===== src/rtl/dual_slope_adc_pkg.sv =====
`default_nettype none
// ============================================================================
// Module   : dual_slope_adc_pkg
// Brief    : Shared types and constants for the multi-channel dual-slope ADC.
// Revision : 1.0 - initial release
// ============================================================================
package dual_slope_adc_pkg;

    typedef enum logic [1:0] {
        S_SETTLE  = 2'd0,
        S_RUNUP   = 2'd1,
        S_RUNDOWN = 2'd2
    } adc_state_t;

    localparam int CMP_SYNC_LAT = 2;

    // Mux select width; a single channel still needs a 1-bit port.
    function automatic int ch_width(input int n);
        return (n > 1) ? $clog2(n) : 1;
    endfunction

endpackage
`default_nettype wire


===== src/rtl/dual_slope_cmp_sync.sv =====
`default_nettype none
// ============================================================================
// Module   : dual_slope_cmp_sync
// Brief    : Multi-flop synchronizer for the asynchronous comparator output.
// Revision : 1.0 - initial release
// ============================================================================
module dual_slope_cmp_sync
    import dual_slope_adc_pkg::*;
(
    input  logic clk,
    input  logic reset,
    input  logic d_i,
    output logic q_o
);

    logic [CMP_SYNC_LAT-1:0] sync_q;

    always_ff @(posedge clk) begin
        if (reset) begin
            sync_q <= '0;
        end else begin
            sync_q <= {sync_q[CMP_SYNC_LAT-2:0], d_i};
        end
    end

    assign q_o = sync_q[CMP_SYNC_LAT-1];

endmodule
`default_nettype wire


===== src/rtl/dual_slope_adc_mc.sv =====
`default_nettype none
// ============================================================================
// Module   : dual_slope_adc_mc
// Brief    : Multi-channel dual-slope ADC sequencer (settle / run-up / run-down).
//            Optional macro DUAL_SLOPE_ADC_CMP_SYNC_EN synchronizes is_neg_v.
// Revision : 1.0 - initial release
// ============================================================================
module dual_slope_adc_mc
    import dual_slope_adc_pkg::*;
#(
    parameter  int CNT_W         = 8,
    parameter  int N_CH          = 2,
    parameter  int SETTLE_CYCLES = 16,
    localparam int CH_W          = ch_width(N_CH)
) (
    input  logic             clk,
    input  logic             reset,
    input  logic             enable,
    input  logic             is_neg_v,
    output logic             select_v_ref,
    output logic             int_discharge,
    output logic [CH_W-1:0]  ch_sel,
    output logic [CNT_W-1:0] digit_val,
    output logic [CH_W-1:0]  data_ch,
    output logic             data_valid,
    output logic             overflow
);

    localparam int C_SET_W = (SETTLE_CYCLES > 1) ? $clog2(SETTLE_CYCLES) : 1;
    localparam int C_CTR_W = (CNT_W > C_SET_W) ? CNT_W : C_SET_W;
    localparam logic [C_CTR_W-1:0] C_RUN_LAST    = C_CTR_W'({CNT_W{1'b1}});
    localparam logic [C_CTR_W-1:0] C_SETTLE_LAST = C_CTR_W'(SETTLE_CYCLES - 1);
    localparam logic [CH_W-1:0]    C_CH_LAST     = CH_W'(N_CH - 1);

    adc_state_t         state_q, state_d;
    logic [C_CTR_W-1:0] counter_q, counter_d;
    logic               sel_q, sel_d;
    logic               dis_q, dis_d;
    logic [CH_W-1:0]    ch_q, ch_d;
    logic [CNT_W-1:0]   digit_q, digit_d;
    logic [CH_W-1:0]    data_ch_q, data_ch_d;
    logic               valid_q, valid_d;
    logic               ovf_q, ovf_d;

    logic               w_cmp_neg;
    logic [C_CTR_W-1:0] w_result;

`ifdef DUAL_SLOPE_ADC_CMP_SYNC_EN
    dual_slope_cmp_sync u_cmp_sync (
        .clk   (clk),
        .reset (reset),
        .d_i   (is_neg_v),
        .q_o   (w_cmp_neg)
    );
    // The count overshoots by the synchronizer depth; remove it, floor at zero.
    assign w_result = (counter_q < C_CTR_W'(CMP_SYNC_LAT)) ? '0
                    : counter_q - C_CTR_W'(CMP_SYNC_LAT);
`else
    assign w_cmp_neg = is_neg_v;
    assign w_result  = counter_q;
`endif

    always_ff @(posedge clk) begin
        if (reset) begin
            state_q   <= S_SETTLE;
            counter_q <= '0;
            sel_q     <= 1'b0;
            dis_q     <= 1'b1;
            ch_q      <= '0;
            digit_q   <= '0;
            data_ch_q <= '0;
            valid_q   <= 1'b0;
            ovf_q     <= 1'b0;
        end else begin
            state_q   <= state_d;
            counter_q <= counter_d;
            sel_q     <= sel_d;
            dis_q     <= dis_d;
            ch_q      <= ch_d;
            digit_q   <= digit_d;
            data_ch_q <= data_ch_d;
            valid_q   <= valid_d;
            ovf_q     <= ovf_d;
        end
    end

    always_comb begin
        logic done;
        done      = 1'b0;
        state_d   = state_q;
        counter_d = counter_q;
        sel_d     = sel_q;
        dis_d     = dis_q;
        ch_d      = ch_q;
        digit_d   = digit_q;
        data_ch_d = data_ch_q;
        valid_d   = 1'b0;
        ovf_d     = ovf_q;

        case (state_q)
            S_SETTLE: begin
                dis_d = 1'b1;
                sel_d = 1'b0;
                // Counter parks on its last value while enable is low.
                if (counter_q == C_SETTLE_LAST) begin
                    if (enable) begin
                        counter_d = '0;
                        dis_d     = 1'b0;
                        state_d   = S_RUNUP;
                    end
                end else begin
                    counter_d = counter_q + 1'b1;
                end
            end
            S_RUNUP: begin
                sel_d = 1'b0;
                if (counter_q == C_RUN_LAST) begin
                    counter_d = '0;
                    sel_d     = 1'b1;
                    state_d   = S_RUNDOWN;
                end else begin
                    counter_d = counter_q + 1'b1;
                end
            end
            S_RUNDOWN: begin
                if (!w_cmp_neg) begin
                    digit_d = w_result[CNT_W-1:0];
                    ovf_d   = 1'b0;
                    done    = 1'b1;
                end else if (counter_q == C_RUN_LAST) begin
                    digit_d = '1;
                    ovf_d   = 1'b1;
                    done    = 1'b1;
                end else begin
                    counter_d = counter_q + 1'b1;
                end
                if (done) begin
                    data_ch_d = ch_q;
                    valid_d   = 1'b1;
                    sel_d     = 1'b0;
                    dis_d     = 1'b1;
                    counter_d = '0;
                    ch_d      = (ch_q == C_CH_LAST) ? '0 : ch_q + 1'b1;
                    state_d   = S_SETTLE;
                end
            end
            default: begin
                state_d = S_SETTLE;
            end
        endcase
    end

    assign select_v_ref  = sel_q;
    assign int_discharge = dis_q;
    assign ch_sel        = ch_q;
    assign digit_val     = digit_q;
    assign data_ch       = data_ch_q;
    assign data_valid    = valid_q;
    assign overflow      = ovf_q;

endmodule
`default_nettype wire


===== config.mk =====
export PLATFORM = sky130hd
export DESIGN_NAME = dual_slope_adc_mc
export DESIGN_NICKNAME = d
export VERILOG_FILES = /design/src/rtl/dual_slope_adc_pkg.sv /design/src/rtl/dual_slope_cmp_sync.sv /design/src/rtl/dual_slope_adc_mc.sv
export SDC_FILE = /design/constraint.sdc
export NUM_CORES = 1
export LEC_CHECK = 0
export ABC_AREA = 1
export BUFFER_PORTS_ARGS = -buffer_cell sky130_fd_sc_hd__buf_4
export CAP_MARGIN = 20
export CORE_MARGIN = 1
export CORE_UTILIZATION = 55
export DETAILED_ROUTE_END_ITERATION = 6
export PLACE_DENSITY = 0.84
export SETUP_SLACK_MARGIN = 0.5
export SKIP_CTS_REPAIR_TIMING = 1
export SYNTH_ARGS = -nofsm -noshare
export SYNTH_HDL_FRONTEND = slang
export SYNTH_HIERARCHICAL = 1
export SYNTH_SLANG_ARGS = --single-unit

===== constraint.sdc =====
create_clock -name clk -period 3.2 [get_ports clk]
set_input_delay 0.16 -clock clk [delete_from_list [all_inputs] [get_ports clk]]
set_output_delay 0.16 -clock clk [all_outputs]
set_load 0.05 [all_outputs]

# --- Word level (Yosys, flattened, before mapping) ---
# Cells that the tools add are included.
word_totals:
  out_inout_bits: 14
  elab_cells: 61
  input_bits: 4
  regBits: 24
op_classes:
  mux: 27
  bitwise_logic: 1
  n_reduce_logical: 10
  n_addsub: 2
  n_eq_ne: 12
op_table:
  columns: ["op", "n"]
  rows:
  - ["$mux W8", 8]
  - ["$pmux W8 S3", 1]
  - ["$mux W1", 11]
  - ["$ne A3 B3 Y1 const B", 3]
  - ["$add A8 B1 Y8 const B", 1]
  - ["$eq A8 B4 Y1 const B", 1]
  - ["$eq A8 B8 Y1 const B", 1]
  - ["$mux W2", 4]
  - ["$ne A2 B2 Y1 const B", 4]
  - ["$reduce_and A2 Y1", 4]
  - ["$reduce_and A4 Y1", 2]
  - ["$pmux W2 S3", 1]
  - ["$pmux W1 S3", 1]
  - ["$reduce_bool A3 Y1", 1]
  - ["$eq A2 B1 Y1 const B", 1]
  - ["$eq A2 B2 Y1 const B", 1]
  - ["$logic_not A2 Y1", 1]
  - ["$ne A2 B1 Y1 const B", 1]
  - ["$pmux W1 S2", 1]
  - ["$reduce_bool A2 Y1", 1]
  - ["$reduce_or A2 Y1", 1]
  - ["$add A1 B1 Y1 const B", 1]
  - ["$not A1 Y1", 1]

# --- Depth between registers and ports, before layout ---
depth:
  ltp_word: 6
  mapped_depth: 10
  ltp_nobuf: 10

# --- Worst setup path before layout ---
# OpenSTA, ideal clock, no wires.
synth_path:
  kind: "reg2reg"
  startpoint: "register counter_q[0]"
  endpoint: "register digit_q[0] (netlist: digit_val[0])"
  n_path_buf: 1
  arrival_time_ps: 1279
  path_slack_ps: 1785
  t_required_ps: 3064
  setup_ps: 136
  synth_period_minus_slack_ps: 1415
  stages_incl_launch_ff: 10
  path_cell_list: "dfxtp_1 > ha_1 > nand2_1 > nor2_4 > nand2_4 > nand2_4 > nand2_4 > buf_6 > nor3_2 > nor3_1"
synth_via:
  elab_chain_cells: 3
  elab_cells_between_ends: 4
  classes_between: "2 x eq/ne; 1 x mux; 1 x reduce/logical"
synth_rtl:
  columns: ["element", "line", "text"]
  rows:
  - ["start: declaration", "dual_slope_adc_mc.sv:36", "logic [C_CTR_W-1:0] counter_q, counter_d;"]
  - ["start signal: assignment", "dual_slope_adc_mc.sv:76", "counter_q <= counter_d;"]
  - ["$eq A8 B8 Y1", "dual_slope_adc_mc.sv:130", "end else if (counter_q == C_RUN_LAST) begin"]
  - ["$ne A2 B1 Y1 (no line)", null, null]
  - ["$reduce_and A2 Y1 (no line)", null, null]
  - ["end signal: assignment", "dual_slope_adc_mc.sv:80", "digit_q <= digit_d;"]
  - ["end: declaration", "dual_slope_adc_mc.sv:40", "logic [CNT_W-1:0] digit_q, digit_d;"]
# Several ways; a longest one is shown, not always the timed one.
# A chain may end at the register's enable or synchronous reset.

# --- Worst setup path after layout ---
layout_path:
  startpoint: "register state_q[1]"
  endpoint: "register counter_q[4]"
layout_via:
  elab_chain_cells: 3
  elab_cells_between_ends: 9
  classes_between: "5 x eq/ne; 1 x mux; 3 x reduce/logical"
layout_rtl:
  columns: ["element", "line", "text"]
  rows:
  - ["start: declaration", "dual_slope_adc_mc.sv:35", "adc_state_t state_q, state_d;"]
  - ["start signal: assignment", "dual_slope_adc_mc.sv:75", "state_q <= state_d;"]
  - ["$eq A2 B2 Y1, or another cell as far along", "dual_slope_adc_mc.sv:100", "case (state_q)"]
  - ["$ne A3 B3 Y1 (no line) or $reduce_bool A3 Y1 (tied branches)", null, null]
  - ["$reduce_and A4 Y1 (no line)", null, null]
# Several ways; a longest one is shown, not always the timed one.

==> reports/summary.txt <==
Status - complete, no violations
Global route total overflow - 0
Largest net degree at the start of global routing - 16
Leak - 0.682 nW
CP Class - reg2reg
Setup tns final - 0 ns
Most common cell after layout, fill and taps aside - nand2_1
Critical Path AT - 1.91 ns
Final setup fails - 0
Power density cells - 596 mW/mm^2
Synthesized area - 0.00124 mm^2
Fillers - 174
Vias in the first global route - 973
Fin area - 0.00141 mm^2
Core ar. - 0.00204 mm^2
P&R area growth vs syn - 13.5%
Chip Width - 49.5 um
Initial Utilization - 0.608
Synth cell types - 26
CTS Sinks - 24
Seq cells post-synth - 24
RSZ-0062 raised after global routing - false
Num rows - 16
Req. time, crit path - 3.46 ns
Max FO, Critical Path - 10
Share of cells above drive strength 1 - 0.193
ANT cells - 0
Placed inst area - 0.00137 mm^2
CP Cell Sequence - inv_1 -> ha_1 -> inv_1 -> nor2_1 -> nand4_1 -> nand2_2 -> nor2_2 -> nand2_1 -> o21ai_1
Port-buffer cells - 17
CP Capture Type - flip-flop
Clk slew on worst S/H paths - 0.13 ns
Later-pin clock latency in the skew report - 0.32 ns
Commonest cells after routing, fill and taps aside - nand2_1 (33), dfxtp_1 (24), nand3_1 (21)
Gate Count Post-Synth - 165
# DRC - 0
Vias - 1111
First DRT Iteration DRCs - 38
First-pass GRT wire length - 4060 um
Bufs on Longest Clock Path - 2
Crit path largest cell delay - 0.44 ns
TritonCTS clock tree - yes
Root Buffer Master - clkbuf_4
Total GRT Usage - 0.213
Most used cell, CP - inv_1
Yosys warnings - 6
Mapped Nets - 175
IO Count - 18
Gpl congestion - 0.803
Rel. slew slack - 0.717
Routed vias/inst - 5.34
Area of the die - 0.00245 mm^2
Sequential fraction of the synthesis area - 0.387
Worst setup SP type - flip-flop
Die Ht - 49.5 um
Max IR drop VDD - 0.303 mV
Worst-margin pin slew - 0.424 ns
Tmin final - 1.66 ns
DP HPWL - 1820 um
Num CTS Buffers - 3
Initial antenna violation count - 0
Ratio of final minimum period to clock period - 0.517
Max frequency - 0.604 GHz
Htree depth - 1
Final nets - 192
Worst path slowest cell - dfxtp_1
Max-slew violations - 0
Synth Area per Inst - 7.52 um^2
Routed Antenna Nets - 0
WL/cell - 11.9 um
Post-Route WL - 2480 um
Max-cap viol count - 0
Worst clock skew - 0.000865 ns
Worst hold path class - in2reg
Detailed Routing Iterations Pass 1 - 4
Fin. Hold Viols - 0
[Yosys cell counts]
| cell type | instances | share of area |
|---|---|---|
| nand2_1 | 33 | 0.10 |
| dfxtp_1 | 24 | 0.39 |
| nand3_1 | 21 | 0.085 |
| inv_1 | 17 | 0.051 |
| a21oi_1 | 13 | 0.052 |
| nor2_1 | 12 | 0.036 |
| o21ai_1 | 9 | 0.036 |
| ha_1 | 6 | 0.060 |
| o21ai_0 | 4 | 0.016 |
| buf_2 | 3 | 0.012 |
| nand2_4 | 3 | 0.027 |
| nor2_4 | 3 | 0.027 |
| nand4_1 | 2 | 0.010 |
| nor2_2 | 2 | 0.010 |
| xor2_1 | 2 | 0.014 |
| a31o_2 | 1 | 0.0071 |
| buf_6 | 1 | 0.0091 |
| clkbuf_1 | 1 | 0.0030 |
| inv_2 | 1 | 0.0030 |
| nand2_2 | 1 | 0.0050 |
| nand3_2 | 1 | 0.0081 |
| nand3_4 | 1 | 0.014 |
| nor3_1 | 1 | 0.0040 |
| nor3_2 | 1 | 0.0081 |
| o21bai_1 | 1 | 0.0061 |
| xnor2_1 | 1 | 0.0071 |
[logic make-up after synthesis]
| kind of cell | share of synthesized area |
|---|---|
| flops | 0.387 |
| simple gates | 0.335 |
| buf+inv | 0.0786 |
| fa+ha+maj | 0.0605 |
| compound gates | 0.118 |
| xor+xnor | 0.0212 |
[critical path: cells and delay by family, from the launching register on]
family	cells	cell delay [ns]
adder cells (fa/ha/maj)	1	0.23
flip-flops	1	0.44
AO/OA/AOI/OAI	1	0.14
buffers and inverters	2	0.16
AND/OR/NAND/NOR	5	0.62
[registers in the layout, indices dropped and copies added, names as in the netlist]
name and count:
ch_sel 1, counter_q 8, data_ch 1, data_valid 1, digit_val 8, int_discharge 1, overflow 1, select_v_ref 1
state_q 2
[layer usage]
metal,track usage,vias up,part of all wire
met4,0.0857,0,0.014
met2,0.365,32,0.48
met3,0.0278,5,0.051
met1,0.267,506,0.46
met5,0,-,0
li1,-,568,-
[stage by stage]
stage | power, mW | setup WS (ns) | hold slack, ns | cells | util
6_report | 0.839 | 1.54 | 0.0995 | 208 | 0.690
5_1_grt | 0.888 | 1.38 | 0.0977 | 208 | 0.690
4_1_cts | 0.839 | 1.52 | 0.0951 | 208 | 0.690
3_5_place_dp | 0.679 | 1.55 | 0.444 | 204 | 0.672
3_3_place_gp | 0.669 | 1.65 | 0.442 | 204 | 0.672
2_1_floorplan | 0.610 | 1.78 | 0.369 | 165 | -
[area by class of cell]
type	count	area [um^2]	area share
Tap cell	27	33.8	0.0240
Clock buffer	4	36.3	0.0258
Sequential cell	24	480	0.341
Inverter	18	67.6	0.0480
Multi-Input combinational cell	118	663	0.471
Timing Repair Buffer	17	128	0.0906
[final timing paths]
| kind | startpoint | slack, ns | depth (start not counted) | to |
|---|---|---|---|---|
| worst max register to register | state_q[1]$_SDFFE_PP0P_ | 1.54 | 9 | counter_q[4]$_SDFFE_PP0P_ |
| worst min register to register | overflow$_SDFFE_PP0P_ | 0.48 | 2 | overflow$_SDFFE_PP0P_ |
| worst min-delay path | reset | 0.1 | 2 | counter_q[3]$_SDFFE_PP0P_ |
| worst max-delay path | state_q[1]$_SDFFE_PP0P_ | 1.54 | 9 | counter_q[4]$_SDFFE_PP0P_ |
[power breakdown]
group	leakage, nW	internal, mW	total (mW)	switching [mW]
clock network	0.0210	0.0696	0.163	0.0937
registers	0.194	0.339	0.375	0.0365
logic	0.467	0.0980	0.301	0.203
Power figures use the tool's default switching activity.
